$ cat src/rtl/multi_cycle_ctrl.sv
// Multi-cycle CPU control FSM: sequences IF/ID/EX/MEM/WB phases and drives datapath selects.
// Optional feature: define MC_CTRL_JUMP_EN to build the JMP state for op 000010.
module multi_cycle_ctrl (
  input  logic       clk_i,
  input  logic       rst_n,
  input  logic [5:0] op_i,
  input  logic [5:0] funct_i,
  input  logic       zero_i,
  input  logic       mem_ready_i,
  output logic       mem_req_o,
  output logic       mem_we_o,
  output logic       iord_o,
  output logic       ir_write_o,
  output logic       pc_write_o,
  output logic [1:0] pc_src_o,
  output logic       reg_write_o,
  output logic       reg_dst_o,
  output logic       mem_to_reg_o,
  output logic [1:0] alu_src_a_o,
  output logic [1:0] alu_src_b_o,
  output logic       imm_zext_o,
  output logic [3:0] alu_ctrl_o,
  output logic       instr_done_o,
  output logic       illegal_o,
  output logic [3:0] state_o
);

  typedef enum logic [3:0] {
    S_IF       = 4'd0,
    S_ID       = 4'd1,
    S_EX_R     = 4'd2,
    S_EX_I     = 4'd3,
    S_MEM_ADDR = 4'd4,
    S_MEM_RD   = 4'd5,
    S_MEM_WR   = 4'd6,
    S_WB_R     = 4'd7,
    S_WB_I     = 4'd8,
    S_WB_MEM   = 4'd9,
    S_BR       = 4'd10,
`ifdef MC_CTRL_JUMP_EN
    S_JMP      = 4'd11,
`endif
    S_TRAP     = 4'd12
  } state_t;

  localparam logic [5:0] OP_RTYPE = 6'b000000;
  localparam logic [5:0] OP_ADDI  = 6'b001000;
  localparam logic [5:0] OP_ORI   = 6'b001101;
  localparam logic [5:0] OP_LW    = 6'b100011;
  localparam logic [5:0] OP_SW    = 6'b101011;
  localparam logic [5:0] OP_BEQ   = 6'b000100;
`ifdef MC_CTRL_JUMP_EN
  localparam logic [5:0] OP_J     = 6'b000010;
`endif

  localparam logic [3:0] ALU_AND = 4'b0000;
  localparam logic [3:0] ALU_OR  = 4'b0001;
  localparam logic [3:0] ALU_ADD = 4'b0010;
  localparam logic [3:0] ALU_SUB = 4'b0110;
  localparam logic [3:0] ALU_SLT = 4'b0111;
  localparam logic [3:0] ALU_SLL = 4'b1000;
  localparam logic [3:0] ALU_SRL = 4'b1001;

  state_t state_q, state_d;
  logic   illegal_q, illegal_d;
  logic   funct_legal;
  logic   ir_we, pc_we, reg_we, mem_we;

  always_comb begin
    case (funct_i)
      6'b100000, 6'b100010, 6'b100100, 6'b100101, 6'b101010,
      6'b000100, 6'b000110, 6'b000000, 6'b000010: funct_legal = 1'b1;
      default:                                   funct_legal = 1'b0;
    endcase
  end

  always_comb begin
    state_d = state_q;
    case (state_q)
      S_IF:       if (mem_ready_i) state_d = S_ID;
      S_ID: begin
        case (op_i)
          OP_RTYPE:        state_d = funct_legal ? S_EX_R : S_TRAP;
          OP_ADDI, OP_ORI: state_d = S_EX_I;
          OP_LW, OP_SW:    state_d = S_MEM_ADDR;
          OP_BEQ:          state_d = S_BR;
`ifdef MC_CTRL_JUMP_EN
          OP_J:            state_d = S_JMP;
`endif
          default:         state_d = S_TRAP;
        endcase
      end
      S_EX_R:     state_d = S_WB_R;
      S_EX_I:     state_d = S_WB_I;
      S_MEM_ADDR: state_d = (op_i == OP_SW) ? S_MEM_WR : S_MEM_RD;
      S_MEM_RD:   if (mem_ready_i) state_d = S_WB_MEM;
      S_MEM_WR:   if (mem_ready_i) state_d = S_IF;
      S_TRAP:     state_d = S_TRAP;
      default:    state_d = S_IF;
    endcase
  end

  // Sticky flag set on the transition into TRAP, so it rises together with state_o=12.
  assign illegal_d = illegal_q | (state_d == S_TRAP);

  always_ff @(posedge clk_i or negedge rst_n) begin
    if (!rst_n) begin
      state_q   <= S_IF;
      illegal_q <= 1'b0;
    end else begin
      state_q   <= state_d;
      illegal_q <= illegal_d;
    end
  end

  always_comb begin
    mem_req_o    = 1'b0;
    mem_we       = 1'b0;
    iord_o       = 1'b0;
    ir_we        = 1'b0;
    pc_we        = 1'b0;
    pc_src_o     = 2'b00;
    reg_we       = 1'b0;
    reg_dst_o    = 1'b0;
    mem_to_reg_o = 1'b0;
    alu_src_a_o  = 2'b00;
    alu_src_b_o  = 2'b00;
    imm_zext_o   = 1'b0;
    alu_ctrl_o   = ALU_AND;
    instr_done_o = 1'b0;
    case (state_q)
      S_IF: begin
        mem_req_o   = 1'b1;
        alu_src_b_o = 2'b01;
        alu_ctrl_o  = ALU_ADD;
        ir_we       = mem_ready_i;
        pc_we       = mem_ready_i;
      end
      S_ID: begin
        alu_src_b_o = 2'b11;
        alu_ctrl_o  = ALU_ADD;
      end
      S_EX_R: begin
        alu_src_a_o = 2'b01;
        case (funct_i)
          6'b100000: alu_ctrl_o = ALU_ADD;
          6'b100010: alu_ctrl_o = ALU_SUB;
          6'b100100: alu_ctrl_o = ALU_AND;
          6'b100101: alu_ctrl_o = ALU_OR;
          6'b101010: alu_ctrl_o = ALU_SLT;
          6'b000100: alu_ctrl_o = ALU_SLL;
          6'b000110: alu_ctrl_o = ALU_SRL;
          6'b000000: begin alu_src_a_o = 2'b10; alu_ctrl_o = ALU_SLL; end
          6'b000010: begin alu_src_a_o = 2'b10; alu_ctrl_o = ALU_SRL; end
          default:   alu_ctrl_o = ALU_AND;
        endcase
      end
      S_EX_I: begin
        alu_src_a_o = 2'b01;
        alu_src_b_o = 2'b10;
        imm_zext_o  = (op_i == OP_ORI);
        alu_ctrl_o  = (op_i == OP_ORI) ? ALU_OR : ALU_ADD;
      end
      S_MEM_ADDR: begin
        alu_src_a_o = 2'b01;
        alu_src_b_o = 2'b10;
        alu_ctrl_o  = ALU_ADD;
      end
      S_MEM_RD: begin
        mem_req_o = 1'b1;
        iord_o    = 1'b1;
      end
      S_MEM_WR: begin
        mem_req_o    = 1'b1;
        mem_we       = 1'b1;
        iord_o       = 1'b1;
        instr_done_o = mem_ready_i;
      end
      S_WB_R: begin
        reg_we       = 1'b1;
        reg_dst_o    = 1'b1;
        instr_done_o = 1'b1;
      end
      S_WB_I: begin
        reg_we       = 1'b1;
        instr_done_o = 1'b1;
      end
      S_WB_MEM: begin
        reg_we       = 1'b1;
        mem_to_reg_o = 1'b1;
        instr_done_o = 1'b1;
      end
      S_BR: begin
        alu_src_a_o  = 2'b01;
        alu_ctrl_o   = ALU_SUB;
        pc_src_o     = 2'b01;
        pc_we        = zero_i;
        instr_done_o = 1'b1;
      end
`ifdef MC_CTRL_JUMP_EN
      S_JMP: begin
        pc_src_o     = 2'b10;
        pc_we        = 1'b1;
        instr_done_o = 1'b1;
      end
`endif
      default: ;
    endcase
  end

  // Reset forces IF asynchronously; masking with rst_n keeps IF's Mealy writes quiet during reset.
  assign ir_write_o  = ir_we  & rst_n;
  assign pc_write_o  = pc_we  & rst_n;
  assign reg_write_o = reg_we & rst_n;
  assign mem_we_o    = mem_we & rst_n;
  assign illegal_o   = illegal_q;
  assign state_o     = state_q;

endmodule

$ cat config.mk
export PLATFORM = sky130hd
export DESIGN_NAME = multi_cycle_ctrl
export DESIGN_NICKNAME = d
export VERILOG_FILES = /design/src/rtl/multi_cycle_ctrl.sv
export SDC_FILE = /design/constraint.sdc
export NUM_CORES = 1
export LEC_CHECK = 0
export CAP_MARGIN = 10
export CORE_ASPECT_RATIO = 2
export CORE_UTILIZATION = 30
export CTS_CLUSTER_SIZE = 30
export DETAILED_ROUTE_END_ITERATION = 10
export PLACE_DENSITY = 0.58
export SYNTH_ARGS = -nofsm -noshare
export SYNTH_HDL_FRONTEND = slang
export SYNTH_SLANG_ARGS = --single-unit
$ cat constraint.sdc
create_clock -name clk_i -period 4.3 [get_ports clk_i]
set_clock_uncertainty 0.1 [all_clocks]
set_input_delay 0.86 -clock clk_i [delete_from_list [all_inputs] [get_ports clk_i]]
set_output_delay 0.86 -clock clk_i [all_outputs]
set_load 0.03 [all_outputs]
==> results.tsv <==
stage	metric	value	unit
outcome	status	complete, no violations	
route	routed wirelength normalized by instance count	14.20	um
clocking	quantity of gates resized following cts	0	
synthesis	count of state elements after synthesis	5	
floorplan	Die Span X	39.77	um
synthesis	share of async-settable or async-resettable flops after synthesis	1.000	
sta	minimum clock period after layout	4004	ps
floorplan	number of ports placed on the die boundary	41	
power	reported leakage power	0.0004811	uW
global_route	GRT Resource Usage Total	0.1940	
clocking	number of levels in the clock H-tree	1	
route	vias per cell	5.746	
setup_path	Worst Setup Start Kind	input port	
final_layout	area of all placed cells without fillers	1247	um2
final_layout	post-synthesis to final-layout area growth	45.76	%
power	sw power	377.3	uW
power	proportion of power drawn by combinational gates	0.683	
route	via count	1040	
sta	worst-case headroom to the max-slew limit	0.5639	
global_route	via count of the first global-routing pass	1080	
global_route	initial antenna violation count	0	
floorplan	floorplan die area	3083	um2
floorplan	floorplan die height	77.54	um
setup_path	category of the critical setup timing path	in2out	
placed_design	Area after DPL	1202	um2
power	final total power	727.5	uW
setup_path	Max stage delay cell, worst path	clkdlybuf4s50_1	
clocking	buffer levels on the longest clock path	2	
sta	sum of negative setup slack	0	ps
worst_hold_path	path category of the worst min-delay check	reg2reg	
setup_path	CP Buf/Inv Count	2	
setup_path	crit path capture type	output pin	
clocking	TritonCTS sink count	5	
sta	Slew Limit Fails	0	
sta	Slew @ Worst Pin	654.2	ps
placed_design	Placer Congestion	0.7459	
final_layout	Filler cells	277	
power	Power Density	583.2	nW/um2
synthesis	count of warnings emitted by yosys	0	
run	number of max-cap violations	0	
synthesis	post-synthesis instance total	119	
setup_path	CP max FO	9	
final_layout	# nets final	169	
sta	setup repair after global routing missed its margin	no	
power	portion of total power attributed to the clock network	0.120	
power	switching power share of the total	0.5186	
global_route	first-pass GRT wire length	4471	um
synthesis	Mapped Nets	135	
global_route	grt total ovfl	0	
power	Worst VDD drop	0.3271	mV
floorplan	initial core utilization	0.3128	
clocking	clock latency of the later-clocked register in the worst-skew pair	220	ps
setup_path	Worst Path Required	3340	ps
floorplan	Core Footprint	2736	um2
setup_path	most prevalent standard cell on the critical path	clkdlybuf4s50_1	
synthesis	Primary FF master, synth	dfrtp_1	
final_layout	area used by multi-input combinational logic	631.9	um2
floorplan	number of cell rows	27	
clocking	Post-CTS Hold Buffers	0	
sta	Fin. Hold Viols	0	
clocking	post-CTS setup repair buffer count	0	
setup_path	kind of cell adding the most delay to the critical path	buffers and inverters	
synthesis	number of distinct library cells after synthesis	50	
route	Final Routed Wirelength	2570	um
sta	upper clock frequency limit	0.2498	GHz
placed_design	Detailed Place HPWL	1987	um
setup_path	Reg2Reg Setup Slack	2330	ps
synthesis	Netlist Area Pre-Place	855.8	um2
clocking	TritonCTS clock tree	built	
sta	part of the cycle the worst path needs	0.9311	
clocking	root cell of the clock tree	clkbuf_8	
global_route	maximum number of pins on one net before global-route repair	23	
clocking	cts bufs inserted	3	
setup_path	Worst EP arrival	3040	ps
power	register share of total power	0.196	
final_layout	flip-flop and latch area	125.1	um2
route	number of nets with antenna violations after routing	0	
synthesis	count of flip-flops with a built-in enable after synthesis	0	
final_layout	ant diodes	0	
synthesis	average size of a mapped cell	7.192	um2
setup_path	sequence of cells on the critical path	clkdlybuf4s50_1 > nor2b_1 > a21o_1 > a31oi_1 > o31ai_1 > and3_1 > clkdlybuf4s50_1	
sta	Setup-failing EPs final	0	
final_layout	share of layout cells above drive strength 1	0.05921	
route	DR DRC count	0	
setup_path	CP peak stage delay	660	ps
clocking	clock transition time at the flip-flop clock pins of the worst setup and hold paths	30	ps
placed_design	PortBufs	39	
synthesis	proportion of synthesized chip area in sequential cells	0.1462	
route	number of detailed-routing iterations run before antenna repair	3	
route	number of violations reported at the end of detailed-routing iteration 0	11	
power	internal power	350.2	uW
## final cells by class
cell class / instances / area share
multi-input combinational: 99 / 0.5065
tap: 29 / 0.02909
clock buffer: 4 / 0.03611
inverter: 5 / 0.01505
sequential: 5 / 0.1003
timing repair buffer: 39 / 0.3129
## per-stage QoR
stage                       util  std cells  setup WS (ps)  hold WS [ps]
final                     0.4559        181          296.4         367.7
after global routing      0.4559        181          198.5         378.5
after CTS                 0.4559        181          279.9         370.1
after detailed placement  0.4394        177          293.2         357.0
after global placement    0.4394        177          414.0         350.1
after floorplan                -        119           1057         464.4
## cells in the mapped netlist, types with 2 or more instances
cell type / n / area, um2
nor2_1: 16 / 60.06
nand2_1: 8 / 30.03
nor2b_1: 7 / 43.79
a21oi_1: 6 / 30.03
dfrtp_1: 5 / 125.1
inv_1: 5 / 18.77
buf_6: 4 / 45.04
clkbuf_1: 4 / 15.01
nand2b_1: 4 / 25.02
nor3_1: 4 / 20.02
a211o_1: 3 / 26.28
a31oi_1: 3 / 18.77
and3_1: 3 / 18.77
nor4_1: 3 / 18.77
a211oi_1: 2 / 15.01
a311oi_1: 2 / 17.52
and3_2: 2 / 15.01
and4bb_1: 2 / 25.02
nand3_1: 2 / 10.01
nor3_2: 2 / 20.02
o21ai_0: 2 / 10.01
o22ai_1: 2 / 12.51
## cells by family after synthesis
group | share of synthesized area
simple gates | 0.4342
flops | 0.1462
xor+xnor | 0.01024
mux | 0.01170
other cells | 0.004382
buf+inv | 0.1155
compound gates | 0.2778
## sequential cells by signal (all words and copies together) (netlist names)
name and flops:
illegal_o 1, state_o 4
## routing by layer
metal	vias up	wire (um)	track usage
met5	-	0	0
met4	0	42	0.08276
met3	6	74	0.01143
met2	24	1470	0.3639
met1	498	983	0.1957
li1	512	-	-
## cell usage in the layout, fill, tap and decap left out, types with 2 or more instances in the layout
cell	count
nor2b_1	7
and4bb_1	2
and3_1	3
nor3_1	4
o22ai_1	2
inv_1	5
nand2_1	8
nor2_1	16
clkdlybuf4s50_1	39
nand2b_1	4
nor4_1	3
a211o_1	3
clkbuf_8	3
a31oi_1	3
dfrtp_1	5
nand3_1	2
a211oi_1	2
a21oi_1	6
a311oi_1	2
o21ai_0	2
nor3_2	2
and3_2	2
## path summary, 6_finish.rpt
kind,startpoint,end,cells after the start
worst max register to register,state_o[1],illegal_o,5
worst min register to register,illegal_o,illegal_o,1
max in group asynchronous,rst_n,illegal_o,1
worst max-delay path,funct_i[5],alu_ctrl_o[0],7
min in group asynchronous,rst_n,state_o[2],1
worst min-delay path,illegal_o,illegal_o,1
## power groups by stage
| stage | Sequential, uW | Combinational (uW) | Clock (uW) |
|---|---|---|---|
| 2_1_floorplan | 121 | 354 | 0 |
| 3_3_place_gp | 144 | 498 | 0 |
| 3_5_place_dp | 144 | 498 | 0 |
| 4_1_cts | 143 | 501 | 92.2 |
| 5_1_grt | 151 | 539 | 94.7 |
| 6_report | 143 | 497 | 87.5 |
Note: power is estimated with default switching activity, not from simulation.
